**src/rtl/mulu_operand_seq_pkg.sv**
```systemverilog
// Shared types and default widths for the operand sequencer in front of the
// 3x3 unsigned multiplier.
package mulu_operand_seq_pkg;

    localparam int DEF_X_WIDTH   = 3;
    localparam int DEF_Y_WIDTH   = 3;
    localparam int DEF_P_WIDTH   = DEF_X_WIDTH + DEF_Y_WIDTH;
    localparam int DEF_DIN_WIDTH = 3;
    localparam int TIMER_WIDTH   = 4;   // holds SETTLE_CYCLES-1 for the 1..15 range

    typedef enum logic [1:0] {
        ST_LOAD_X = 2'd0,
        ST_LOAD_Y = 2'd1,
        ST_SETTLE = 2'd2,
        ST_RESULT = 2'd3
    } state_e;

    function automatic logic is_load_state(input state_e s);
        return (s == ST_LOAD_X) || (s == ST_LOAD_Y);
    endfunction

endpackage

```
**src/rtl/mulu_operand_seq_if.sv**
```systemverilog
// Operand input channel, multiplier x/y/p buses and result channel of the
// sequencer, bundled so the environment and the sequencer see one port.
interface mulu_operand_seq_if
    import mulu_operand_seq_pkg::*;
#(
    parameter int X_WIDTH   = DEF_X_WIDTH,
    parameter int Y_WIDTH   = DEF_Y_WIDTH,
    parameter int P_WIDTH   = DEF_P_WIDTH,
    parameter int DIN_WIDTH = DEF_DIN_WIDTH
);
    logic [DIN_WIDTH-1:0] din;
    logic                 din_valid;
    logic                 din_ready;
    logic [X_WIDTH-1:0]   mul_x;
    logic [Y_WIDTH-1:0]   mul_y;
    logic [P_WIDTH-1:0]   mul_p;
    logic [P_WIDTH-1:0]   res;
    logic                 res_valid;
    logic                 res_ready;

    // Environment: operand source, multiplier and result consumer.
    modport master (
        output din, din_valid, mul_p, res_ready,
        input  din_ready, mul_x, mul_y, res, res_valid
    );

    // Sequencer.
    modport slave (
        input  din, din_valid, mul_p, res_ready,
        output din_ready, mul_x, mul_y, res, res_valid
    );

endinterface

```
**src/rtl/mulu_settle_timer.sv**
```systemverilog
// Loadable down-counter with a zero flag; counts the multiplier settle time.
module mulu_settle_timer #(
    parameter int WIDTH = 4
) (
    input  logic             clk,
    input  logic             rst,
    input  logic             i_load,
    input  logic [WIDTH-1:0] i_load_val,
    input  logic             i_dec,
    output logic             o_zero
);

    logic [WIDTH-1:0] r_cnt;

    // NOTE: non-blocking assignments so every flop samples pre-edge values.
    always_ff @(posedge clk or posedge rst) begin
        if (rst) begin
            r_cnt <= '0;
        end else if (i_load) begin
            r_cnt <= i_load_val;
        end else if (i_dec && (r_cnt != '0)) begin
            r_cnt <= r_cnt - WIDTH'(1);
        end
    end

    assign o_zero = (r_cnt == '0);

endmodule

```
**src/rtl/mulu_operand_seq.sv**
```systemverilog
// Loads x then y into the multiplier, waits SETTLE_CYCLES edges, captures p
// and holds it on a valid/ready result channel; counts completed operations.
module mulu_operand_seq
    import mulu_operand_seq_pkg::*;
#(
    parameter int X_WIDTH       = DEF_X_WIDTH,
    parameter int Y_WIDTH       = DEF_Y_WIDTH,
    parameter int P_WIDTH       = DEF_P_WIDTH,
    parameter int DIN_WIDTH     = DEF_DIN_WIDTH,
    parameter int SETTLE_CYCLES = 2,
    parameter int CNT_WIDTH     = 4
) (
    input  logic                 clk,
    input  logic                 rst,
    mulu_operand_seq_if.slave    bus,
    output logic                 busy,
    output logic [CNT_WIDTH-1:0] op_count
);

    localparam logic [TIMER_WIDTH-1:0] SETTLE_LOAD = TIMER_WIDTH'(SETTLE_CYCLES - 1);

    state_e               r_state;
    state_e               w_state_next;
    logic [X_WIDTH-1:0]   r_mul_x;
    logic [Y_WIDTH-1:0]   r_mul_y;
    logic [P_WIDTH-1:0]   r_res;
    logic                 r_res_valid;
    logic [CNT_WIDTH-1:0] r_op_count;
    logic                 w_timer_zero;
    logic                 w_x_xfer;
    logic                 w_y_xfer;
    logic                 w_capture;
    logic                 w_consume;

    assign w_x_xfer  = (r_state == ST_LOAD_X) && bus.din_valid;
    assign w_y_xfer  = (r_state == ST_LOAD_Y) && bus.din_valid;
    assign w_capture = (r_state == ST_SETTLE) && w_timer_zero;
    assign w_consume = (r_state == ST_RESULT) && bus.res_ready;

    mulu_settle_timer #(.WIDTH(TIMER_WIDTH)) u_timer (
        .clk        (clk),
        .rst        (rst),
        .i_load     (w_y_xfer),
        .i_load_val (SETTLE_LOAD),
        .i_dec      (r_state == ST_SETTLE),
        .o_zero     (w_timer_zero)
    );

    always_ff @(posedge clk or posedge rst) begin
        if (rst) r_state <= ST_LOAD_X;
        else     r_state <= w_state_next;
    end

    // NOTE: default assigned first so no branch leaves the output unassigned (no latch).
    always_comb begin
        w_state_next = r_state;
        case (r_state)
            ST_LOAD_X: if (w_x_xfer)  w_state_next = ST_LOAD_Y;
            ST_LOAD_Y: if (w_y_xfer)  w_state_next = ST_SETTLE;
            ST_SETTLE: if (w_capture) w_state_next = ST_RESULT;
            ST_RESULT: if (w_consume) w_state_next = ST_LOAD_X;
            default:                  w_state_next = ST_LOAD_X;
        endcase
    end

    // x/y only move on their own load so p stays valid through SETTLE and RESULT.
    always_ff @(posedge clk or posedge rst) begin
        if (rst) begin
            r_mul_x     <= '0;
            r_mul_y     <= '0;
            r_res       <= '0;
            r_res_valid <= 1'b0;
            r_op_count  <= '0;
        end else begin
            if (w_x_xfer) r_mul_x <= bus.din[X_WIDTH-1:0];
            if (w_y_xfer) r_mul_y <= bus.din[Y_WIDTH-1:0];
            if (w_capture) begin
                r_res       <= bus.mul_p;
                r_res_valid <= 1'b1;
            end
            if (w_consume) begin
                r_res_valid <= 1'b0;
                r_op_count  <= CNT_WIDTH'(r_op_count + 1'b1);
            end
        end
    end

    assign bus.din_ready = is_load_state(r_state);
    assign bus.mul_x     = r_mul_x;
    assign bus.mul_y     = r_mul_y;
    assign bus.res       = r_res;
    assign bus.res_valid = r_res_valid;
    assign busy          = (r_state != ST_LOAD_X);
    assign op_count      = r_op_count;

endmodule
```
**src/flat_wrapper.sv**
```systemverilog
// flat-port wrapper written by rule: the top's interface ports become plain ports
module mulu_operand_seq_flat import mulu_operand_seq_pkg::*;
#(
    parameter int X_WIDTH       = DEF_X_WIDTH,
    parameter int Y_WIDTH       = DEF_Y_WIDTH,
    parameter int P_WIDTH       = DEF_P_WIDTH,
    parameter int DIN_WIDTH     = DEF_DIN_WIDTH,
    parameter int SETTLE_CYCLES = 2,
    parameter int CNT_WIDTH     = 4
)
  (clk, rst, busy, op_count, bus_din, bus_din_valid, bus_mul_p, bus_res_ready, bus_din_ready, bus_mul_x, bus_mul_y, bus_res, bus_res_valid);
  mulu_operand_seq_if #(.X_WIDTH(X_WIDTH), .Y_WIDTH(Y_WIDTH), .P_WIDTH(P_WIDTH), .DIN_WIDTH(DIN_WIDTH)) bus_i ();
  input  logic clk;
  input  logic rst;
  output logic busy;
  output logic [CNT_WIDTH-1:0] op_count;
  input wire logic [$bits(bus_i.din)-1:0] bus_din;
  input wire logic [$bits(bus_i.din_valid)-1:0] bus_din_valid;
  input wire logic [$bits(bus_i.mul_p)-1:0] bus_mul_p;
  input wire logic [$bits(bus_i.res_ready)-1:0] bus_res_ready;
  output wire logic [$bits(bus_i.din_ready)-1:0] bus_din_ready;
  output wire logic [$bits(bus_i.mul_x)-1:0] bus_mul_x;
  output wire logic [$bits(bus_i.mul_y)-1:0] bus_mul_y;
  output wire logic [$bits(bus_i.res)-1:0] bus_res;
  output wire logic [$bits(bus_i.res_valid)-1:0] bus_res_valid;
  assign bus_i.din = bus_din;
  assign bus_i.din_valid = bus_din_valid;
  assign bus_i.mul_p = bus_mul_p;
  assign bus_i.res_ready = bus_res_ready;
  assign bus_din_ready = bus_i.din_ready;
  assign bus_mul_x = bus_i.mul_x;
  assign bus_mul_y = bus_i.mul_y;
  assign bus_res = bus_i.res;
  assign bus_res_valid = bus_i.res_valid;
  mulu_operand_seq #(.X_WIDTH(X_WIDTH), .Y_WIDTH(Y_WIDTH), .P_WIDTH(P_WIDTH), .DIN_WIDTH(DIN_WIDTH), .SETTLE_CYCLES(SETTLE_CYCLES), .CNT_WIDTH(CNT_WIDTH)) u_core (.clk(clk), .rst(rst), .bus(bus_i), .busy(busy), .op_count(op_count));
endmodule
```
**config.mk**
```make
export PLATFORM = sky130hd
export DESIGN_NAME = mulu_operand_seq_flat
export DESIGN_NICKNAME = d
export VERILOG_FILES = /design/src/rtl/mulu_operand_seq_pkg.sv /design/src/rtl/mulu_operand_seq_if.sv /design/src/rtl/mulu_settle_timer.sv /design/src/rtl/mulu_operand_seq.sv /design/src/flat_wrapper.sv
export SDC_FILE = /design/constraint.sdc
export NUM_CORES = 1
export LEC_CHECK = 0
export CAP_MARGIN = 20
export CORE_AREA = 2 2 55 57
export DETAILED_ROUTE_END_ITERATION = 7
export DIE_AREA = 0 0 57 59
export GPL_TIMING_DRIVEN = 0
export PLACE_DENSITY = 0.8
export SLEW_MARGIN = 30
export SYNTH_ARGS = -nofsm -noshare
export SYNTH_HDL_FRONTEND = slang
export SYNTH_SLANG_ARGS = --single-unit
```
**constraint.sdc**
```tcl
create_clock -name clk -period 4.2 [get_ports clk]
set_input_delay 0.42 -clock clk [delete_from_list [all_inputs] [get_ports clk]]
set_output_delay 0.42 -clock clk [all_outputs]
set_load 0.01 [all_outputs]
```
==> results.cfg, run 1 <==
[run_status]
status = completed

[routing]
routed_wl_um = 2110
antenna_left = 0
drt_iter0_drc = 15
vias_per_cell = 5.04
drc_errors = 0
wl_per_cell_um = 13.9
firstDrtPassIters = 4
vias = 766

[synth]
synth-seq-cells = 23
synth_edf_count = 0
syn_nets = 107
netlist_area_um2 = 1090
synthArstFlopShare_pct = 100
syn_avg_cell_area_um2 = 12.7
yosysMostFrequentCell = dfrtp_1
ys_warn_count = 0
yosysSeqAreaShare_pct = 52.8
synth_area_leaders = dfrtp_1 53%, ha_1 9.2%, mux2_1 7.2%
synthDistinctLibCells = 28
syn-instance-count = 86
ys_top_cells_by_count = 23 x dfrtp_1, 8 x ha_1, 7 x inv_1, 7 x mux2_1, 7 x mux2_2
yosysTopAreaCellShare_pct = 52.8
synth_top_area_cell = dfrtp_1
ys.flop_type = dfrtp_1

[power]
leakagePower_nw = 0.661
p_per_area_nw_per_um2 = 730
ir_worst_vdd_mv = 0.404
power_mw = 1.07

[global_routing]
grt-ovfl-total = 0
antenna_found_initial = 0
use_met2_pct = 26.4
track_usage_pct = 14.5
use_met1_pct = 16.7
grt_start_max_net_pins = 24
use_met3_pct = 2.62
first_global_vias = 835
grt_pass1_wl_um = 3680
grt.busiest_layer = met2

[sta]
setup_viol = 0
tns_ns = 0
rsz0062_at_grt = no
period_share_pct = 54.9
fin_skew_ns = 0.0138
finalWorstSetupSlack_ns = 1.89
max_slew_margin_pct = 45.2
max_freq_mhz = 433
period_needed_ns = 2.31
final-max-slew-violation-count = 0
worst_pin_slew_ns = 0.817
hold_viol = 0

[setup_path]
crit_path_start = u_core.r_state[0]
worst-setup-path-type = reg2out
reg2regPathDepth = 5
worstPathRequired_ns = 3.78
crit_family = buffers and inverters
worstPathBufferInverterCount = 2
worst_setup_path_end_kind = primary output
cpPeakStageDelay_ns = 0.48
critPathSlowestCell = clkdlybuf4s50_1
rr_endpoint = u_core.r_state[1]
cp-start-kind = register
path_cells = inv_1, ha_1, or2_2, clkdlybuf4s50_1
crit_arrival_ns = 1.89
timing.rr.start = u_core.u_timer.r_cnt[0]
crit_fanout = 4
reg2reg_slack_ns = 2.32

[clocking]
cts_resized = 0
worstSkewPairLatency_ns = 0.32
cts_buffers = 3
cts.sink_count = 23
cts.htree.levels = 1
clk_pin_slew_worst_paths_ns = 0.14
clk_path_buf_depth = 2
cts-root-buf = clkbuf_4
cts_tree = yes
postCtsSetupBuffers = 0
ctsHoldBuffers = 0

[placed_design]
dp_slack_ns = 2.28
place_area_um2 = 1440
dp_hpwl_um = 1650
dp_cells = 148
gp_congestion = 0.724
io_buffer_count = 31

[floorplan]
die_area_um2 = 3360
core_area_um2 = 2710
pin_count = 32
die_h_um = 59
fp-row-count = 19
die_w_um = 57
initial_core_util_pct = 40.2

[cells_and_area]
finalNonFillerCells = 152
multiInputGateArea_um2 = 478
diodes = 0
final_nets = 143
seq_area_um2 = 576
syn2layout_area_growth_pct = 34.8
final.fill_count = 255
design_area_um2 = 1470
drive_gt1_share_pct = 14.9

[flow_run]
drv_cap = 0

[min_path]
hold_class = in2async
[placed cells by master, fill, tap and decap left out]
| cell | instances |
|---|---|
| a21o_1 | 1 |
| a21boi_1 | 1 |
| clkinv_1 | 1 |
| mux2i_1 | 1 |
| and3_1 | 2 |
| xor2_1 | 1 |
| nor2_1 | 2 |
| o21ai_1 | 1 |
| nor4b_1 | 1 |
| a211oi_2 | 1 |
| or3b_4 | 1 |
| clkbuf_4 | 3 |
| ha_1 | 8 |
| nor2b_1 | 1 |
| and4bb_1 | 1 |
| a211o_2 | 1 |
| nand3_1 | 3 |
| clkinvlp_4 | 1 |
| o21ba_2 | 1 |
| nand2_1 | 5 |
| o22a_1 | 1 |
| inv_1 | 6 |
| dfrtp_1 | 23 |
| a21oi_1 | 2 |
| or2_2 | 1 |
| clkdlybuf4s50_1 | 31 |
| or3_1 | 1 |
| mux2_1 | 7 |
| o21a_1 | 1 |
| xnor2_1 | 2 |
| buf_2 | 2 |
| mux2_2 | 7 |
[kinds of logic after synthesis]
group / Yosys count / synth area share, %
AOI/OAI and AO/OA: 10 / 7.23
xor gates and xnor gates: 3 / 2.41
adders and majority gates: 8 / 9.19
buffers and inverters: 9 / 3.33
DFF: 23 / 52.8
muxes: 15 / 15.4
and+or+nand+nor: 18 / 9.64
[worst max-delay path by stage]
stage	end	cells past startpoint
final	bus_din_ready	4
after floorplan	u_core.r_state[1]	5
after detailed placement	bus_din_ready	4
after CTS	bus_din_ready	4
after global placement	bus_din_ready	4
after global routing	bus_din_ready	4
[flip-flops by register name (all words and copies together) (netlist names)]
name,flops
u_core.bus.mul_x,3
u_core.bus.res,6
u_core.bus.res_valid,1
u_core.u_timer.r_cnt,4
u_core.bus.mul_y,3
u_core.r_state,2
u_core.op_count,4
[power by group]
| group | switching [mW] | internal, mW |
|---|---|---|
| Clock | 0.0722 | 0.0364 |
| Combinational | 0.230 | 0.329 |
| Sequential | 0.0747 | 0.329 |
[worst register-to-register path: stages (launching register included)]
cell and delay, ns:
dfrtp_1 0.43, inv_1 0.10, ha_1 0.21, or3b_4 0.43
a211oi_2 0.29, mux2_1 0.35
[per-stage QoR]
| step | hold slack, ns | utilization, % |
|---|---|---|
| 2_1_floorplan | 0.422 | - |
| 3_3_place_gp | 0.456 | 53.1 |
| 3_5_place_dp | 0.465 | 53.1 |
| 4_1_cts | 0.485 | 54.2 |
| 5_1_grt | 0.482 | 54.2 |
| 6_report | 0.440 | 54.2 |
[area by class of cell]
type | instances | area share (%)
multi-input combinational | 54 | 32.5
timing repair buffer | 31 | 21.1
buffer | 2 | 0.681
tap | 31 | 2.64
inverter | 7 | 1.79
clock inverter | 1 | 0.511
sequential | 23 | 39.2
clock buffer | 3 | 1.53
[routing by layer]
layer  vias to the layer above  routed length, um
li1                        366                  -
met1                       378                894
met2                        18               1100
met3                         4                 92
met4                         0                 25
met5                         -                  0
No activity file was read; power rests on OpenSTA's default activity.
==> run 2, diff against run 1 <==
==> constraint.sdc (replaced) <==
create_clock -name clk -period 2.3 [get_ports clk]
set_input_delay 0.23 -clock clk [delete_from_list [all_inputs] [get_ports clk]]
set_output_delay 0.23 -clock clk [all_outputs]
set_load 0.01 [all_outputs]
==> results of run 2 <==
The final DEF is identical to that of run 1. Status: completed.
Among the figures that moved: setup slack after placement 2.28 ns -> 0.418 ns; setup slack after layout 1.89 ns -> 0.183 ns; hold slack 0.440 ns -> 0.250 ns; register-to-register setup slack 2.32 ns -> 0.42 ns; total power 1.07 mW -> 1.96 mW; worst IR drop on VDD 0.404 mV -> 0.738 mV
==> run 3, diff against run 2 <==
--- a/config.mk
+++ b/config.mk
@@ -6,12 +6,14 @@
 export NUM_CORES = 1
 export LEC_CHECK = 0
 export CAP_MARGIN = 20
-export CORE_AREA = 2 2 55 57
+export CORE_AREA = 2 2 56 58
 export DETAILED_ROUTE_END_ITERATION = 7
-export DIE_AREA = 0 0 57 59
+export DIE_AREA = 0 0 58 60
 export GPL_TIMING_DRIVEN = 0
-export PLACE_DENSITY = 0.8
+export MAX_ROUTING_LAYER = met4
+export PLACE_DENSITY = 0.78
 export SLEW_MARGIN = 30
 export SYNTH_ARGS = -nofsm -noshare
 export SYNTH_HDL_FRONTEND = slang
+export SYNTH_HIERARCHICAL = 1
 export SYNTH_SLANG_ARGS = --single-unit
==> constraint.sdc (replaced) <==
create_clock -name clk -period 2 [get_ports clk]
set_input_delay 0.2 -clock clk [delete_from_list [all_inputs] [get_ports clk]]
set_output_delay 0.2 -clock clk [all_outputs]
set_load 0.01 [all_outputs]
==> run 3 against run 2 <==
  * Setup slack worse by 0.077 ns
  * Via count up 5.0%
  * First-iteration DRC count down 40%
  * Clock skew down 0.010 ns
  * Critical path depth up 1
  * Clock power up 9.6%
  * Sequential power up 18%
  * Wire length up 5.1%
  * Final cell count up 8.6%
  * Global-route usage up 0.32 points
  * Hold slack worse by 0.17 ns
  * Critical path type unchanged
  * Highest routed layer unchanged
==> results.cfg, run 3 <==
[synth]
synth_edf_count = 0
syn_avg_cell_area_um2 = 12.0
ys_top_cells_by_count = 23 x dfrtp_1, 13 x mux2_2, 10 x inv_1, 7 x ha_1, 7 x nand2_1
synth_top_family_by_area = multiplexers
yosysSeqAreaShare_pct = 51.7
synth_area_leaders = dfrtp_1 52%, mux2_2 13%, ha_1 7.9%
ys.flop_type = dfrtp_1
synthDistinctLibCells = 28
post_synth_xor_area_fraction_pct = 2.36
muxShareOfSynthArea_pct = 15.4
syn-instance-count = 93
yosys.area_share.adder_pct = 7.87
synth-seq-cells = 23
yosysTopAreaCellShare_pct = 51.7
synthArstFlopShare_pct = 100
synth_compound_area_share_pct = 6.97
synth_top_area_cell = dfrtp_1
synth-simple-area-share_pct = 11.0
ys_warn_count = 6
yosysMostFrequentCell = dfrtp_1
netlist_area_um2 = 1110

[power]
ir_worst_vdd_mv = 0.895
power_mw = 2.41
p_per_area_nw_per_um2 = 1580
leakagePower_nw = 0.690

[sta]
tns_ns = 0
worst_pin_slew_ns = 0.712
final-max-slew-violation-count = 0
period_share_pct = 94.7
fin_skew_ns = 0.00379
setup_viol = 0
max_slew_margin_pct = 52.5
period_needed_ns = 1.89
max_freq_mhz = 528
hold_viol = 0

[global_routing]
antenna_found_initial = 0
track_usage_pct = 14.8
grt_start_max_net_pins = 20
grt-ovfl-total = 0
first_global_vias = 837
grt_pass1_wl_um = 3770

[min_path]
hold_class = in2async

[cells_and_area]
final_nets = 153
final_common_cell = clkdlybuf4s50_1
drive_gt1_share_pct = 22.0
final.fill_count = 262
final_cell_mix = 31 x clkdlybuf4s50_1, 23 x dfrtp_1, 13 x mux2_2, 9 x inv_1
largest_reg_flops = 6
syn2layout_area_growth_pct = 36.5
diodes = 0

[routing]
drc_errors = 0
routed_wl_um = 2220
antenna_left = 0
vias = 804
wl_per_cell_um = 13.5
vias_per_cell = 4.87
firstDrtPassIters = 2
drt_iter0_drc = 9

[setup_path]
worstPathRequired_ns = 1.80
crit_fanout = 3
worst_setup_path_end_kind = primary output
timing.rr.start = u_core/u_timer/r_cnt[0]
reg2reg_slack_ns = 0.16
worst-setup-path-type = reg2out
reg2regPathDepth = 6
cp-start-kind = register
rr_endpoint = u_core/bus.res[1]
crit_arrival_ns = 1.69

[clocking]
worstSkewPairLatency_ns = 0.31
clk_path_buf_depth = 2
ctsHoldBuffers = 0
cts-root-buf = clkbuf_4
cts.sink_count = 23
cts.htree.levels = 1
cts_buffers = 3
clk_pin_slew_worst_paths_ns = 0.13
cts_tree = yes

[flow_run]
drv_cap = 0

[floorplan]
initial_core_util_pct = 38.4
die_h_um = 60
fp-row-count = 20
die_area_um2 = 3480
core_area_um2 = 2900
pin_count = 32
die_w_um = 58

[placed_design]
gp_congestion = 0.658
dp_hpwl_um = 1730
io_buffer_count = 31

[run_status]
status = completed
-- run 3: cell families after synthesis --
family                     Yosys count
DFF                                 23
buffers and inverters               12
AOI/OAI and AO/OA                   11
xor gates and xnor gates             3
and+or+nand+nor                     20
adders and majority gates            7
other                                2
muxes                               15
-- run 3: per-layer routing --
metal	GRT usage (%)	vias to the layer above	wire [um]
li1	-	390	-
met1	17.1	383	932
met2	23.4	28	1080
met3	6.71	3	192
met4	3.99	0	15
met5	-	-	0
-- run 3: worst max-delay path by stage --
stage	startpoint	end	depth (start not counted)
5_1_grt	u_core/r_state[1]	bus_din_ready	5
2_1_floorplan	u_core/u_timer/r_cnt[0]	u_core/bus.res[0]	6
3_5_place_dp	u_core/u_timer/r_cnt[0]	u_core/bus.res[5]	6
3_3_place_gp	u_core/u_timer/r_cnt[0]	u_core/bus.res[3]	6
6_report	u_core/r_state[1]	bus_din_ready	5
4_1_cts	u_core/r_state[0]	bus_din_ready	5
-- run 3: timing repair --
action,CTS,global route
buffers inserted,0,2
endpoints found under the hold margin,0,0
endpoints found under the setup margin,0,4
gates resized for setup,0,3
-- run 3: cell type report --
cell class | instances | area [um2] | area share, %
timing repair buffer | 33 | 325 | 21.4
clock buffer | 3 | 22.5 | 1.48
multi-input combinational | 60 | 505 | 33.3
sequential | 23 | 576 | 37.9
inverter | 11 | 41.3 | 2.72
tap | 33 | 41.3 | 2.72
clock inverter | 1 | 5.00 | 0.329
buffer | 1 | 3.75 | 0.247
-- run 3: metrics by stage --
| step | hold WS [ns] | area, um2 | util [%] | instances | setup WS, ns |
|---|---|---|---|---|---|
| global route | 0.0793 | 1520 | 52.4 | 165 | -0.00701 |
| finish | 0.0810 | 1520 | 52.4 | 165 | 0.107 |
| global placement | 0.429 | 1470 | 50.7 | 159 | 0.169 |
| CTS | 0.0738 | 1500 | 51.7 | 163 | 0.0252 |
| detailed placement | 0.434 | 1470 | 50.7 | 159 | 0.123 |
| floorplan | -0.0339 | 1120 | - | 95 | 0.304 |
-- run 3: power breakdown --
part           switching, mW  internal [mW]  total [mW]
combinational          0.549          0.774        1.32
clock                  0.142         0.0749       0.217
sequential             0.167          0.702       0.869
-- run 3: worst max-delay path: stages, from the launching register on --
cell and delay (ns):
dfrtp_1 0.42, inv_1 0.11, ha_2 0.22, nor2_2 0.05, inv_1 0.05, clkdlybuf4s50_1 0.53
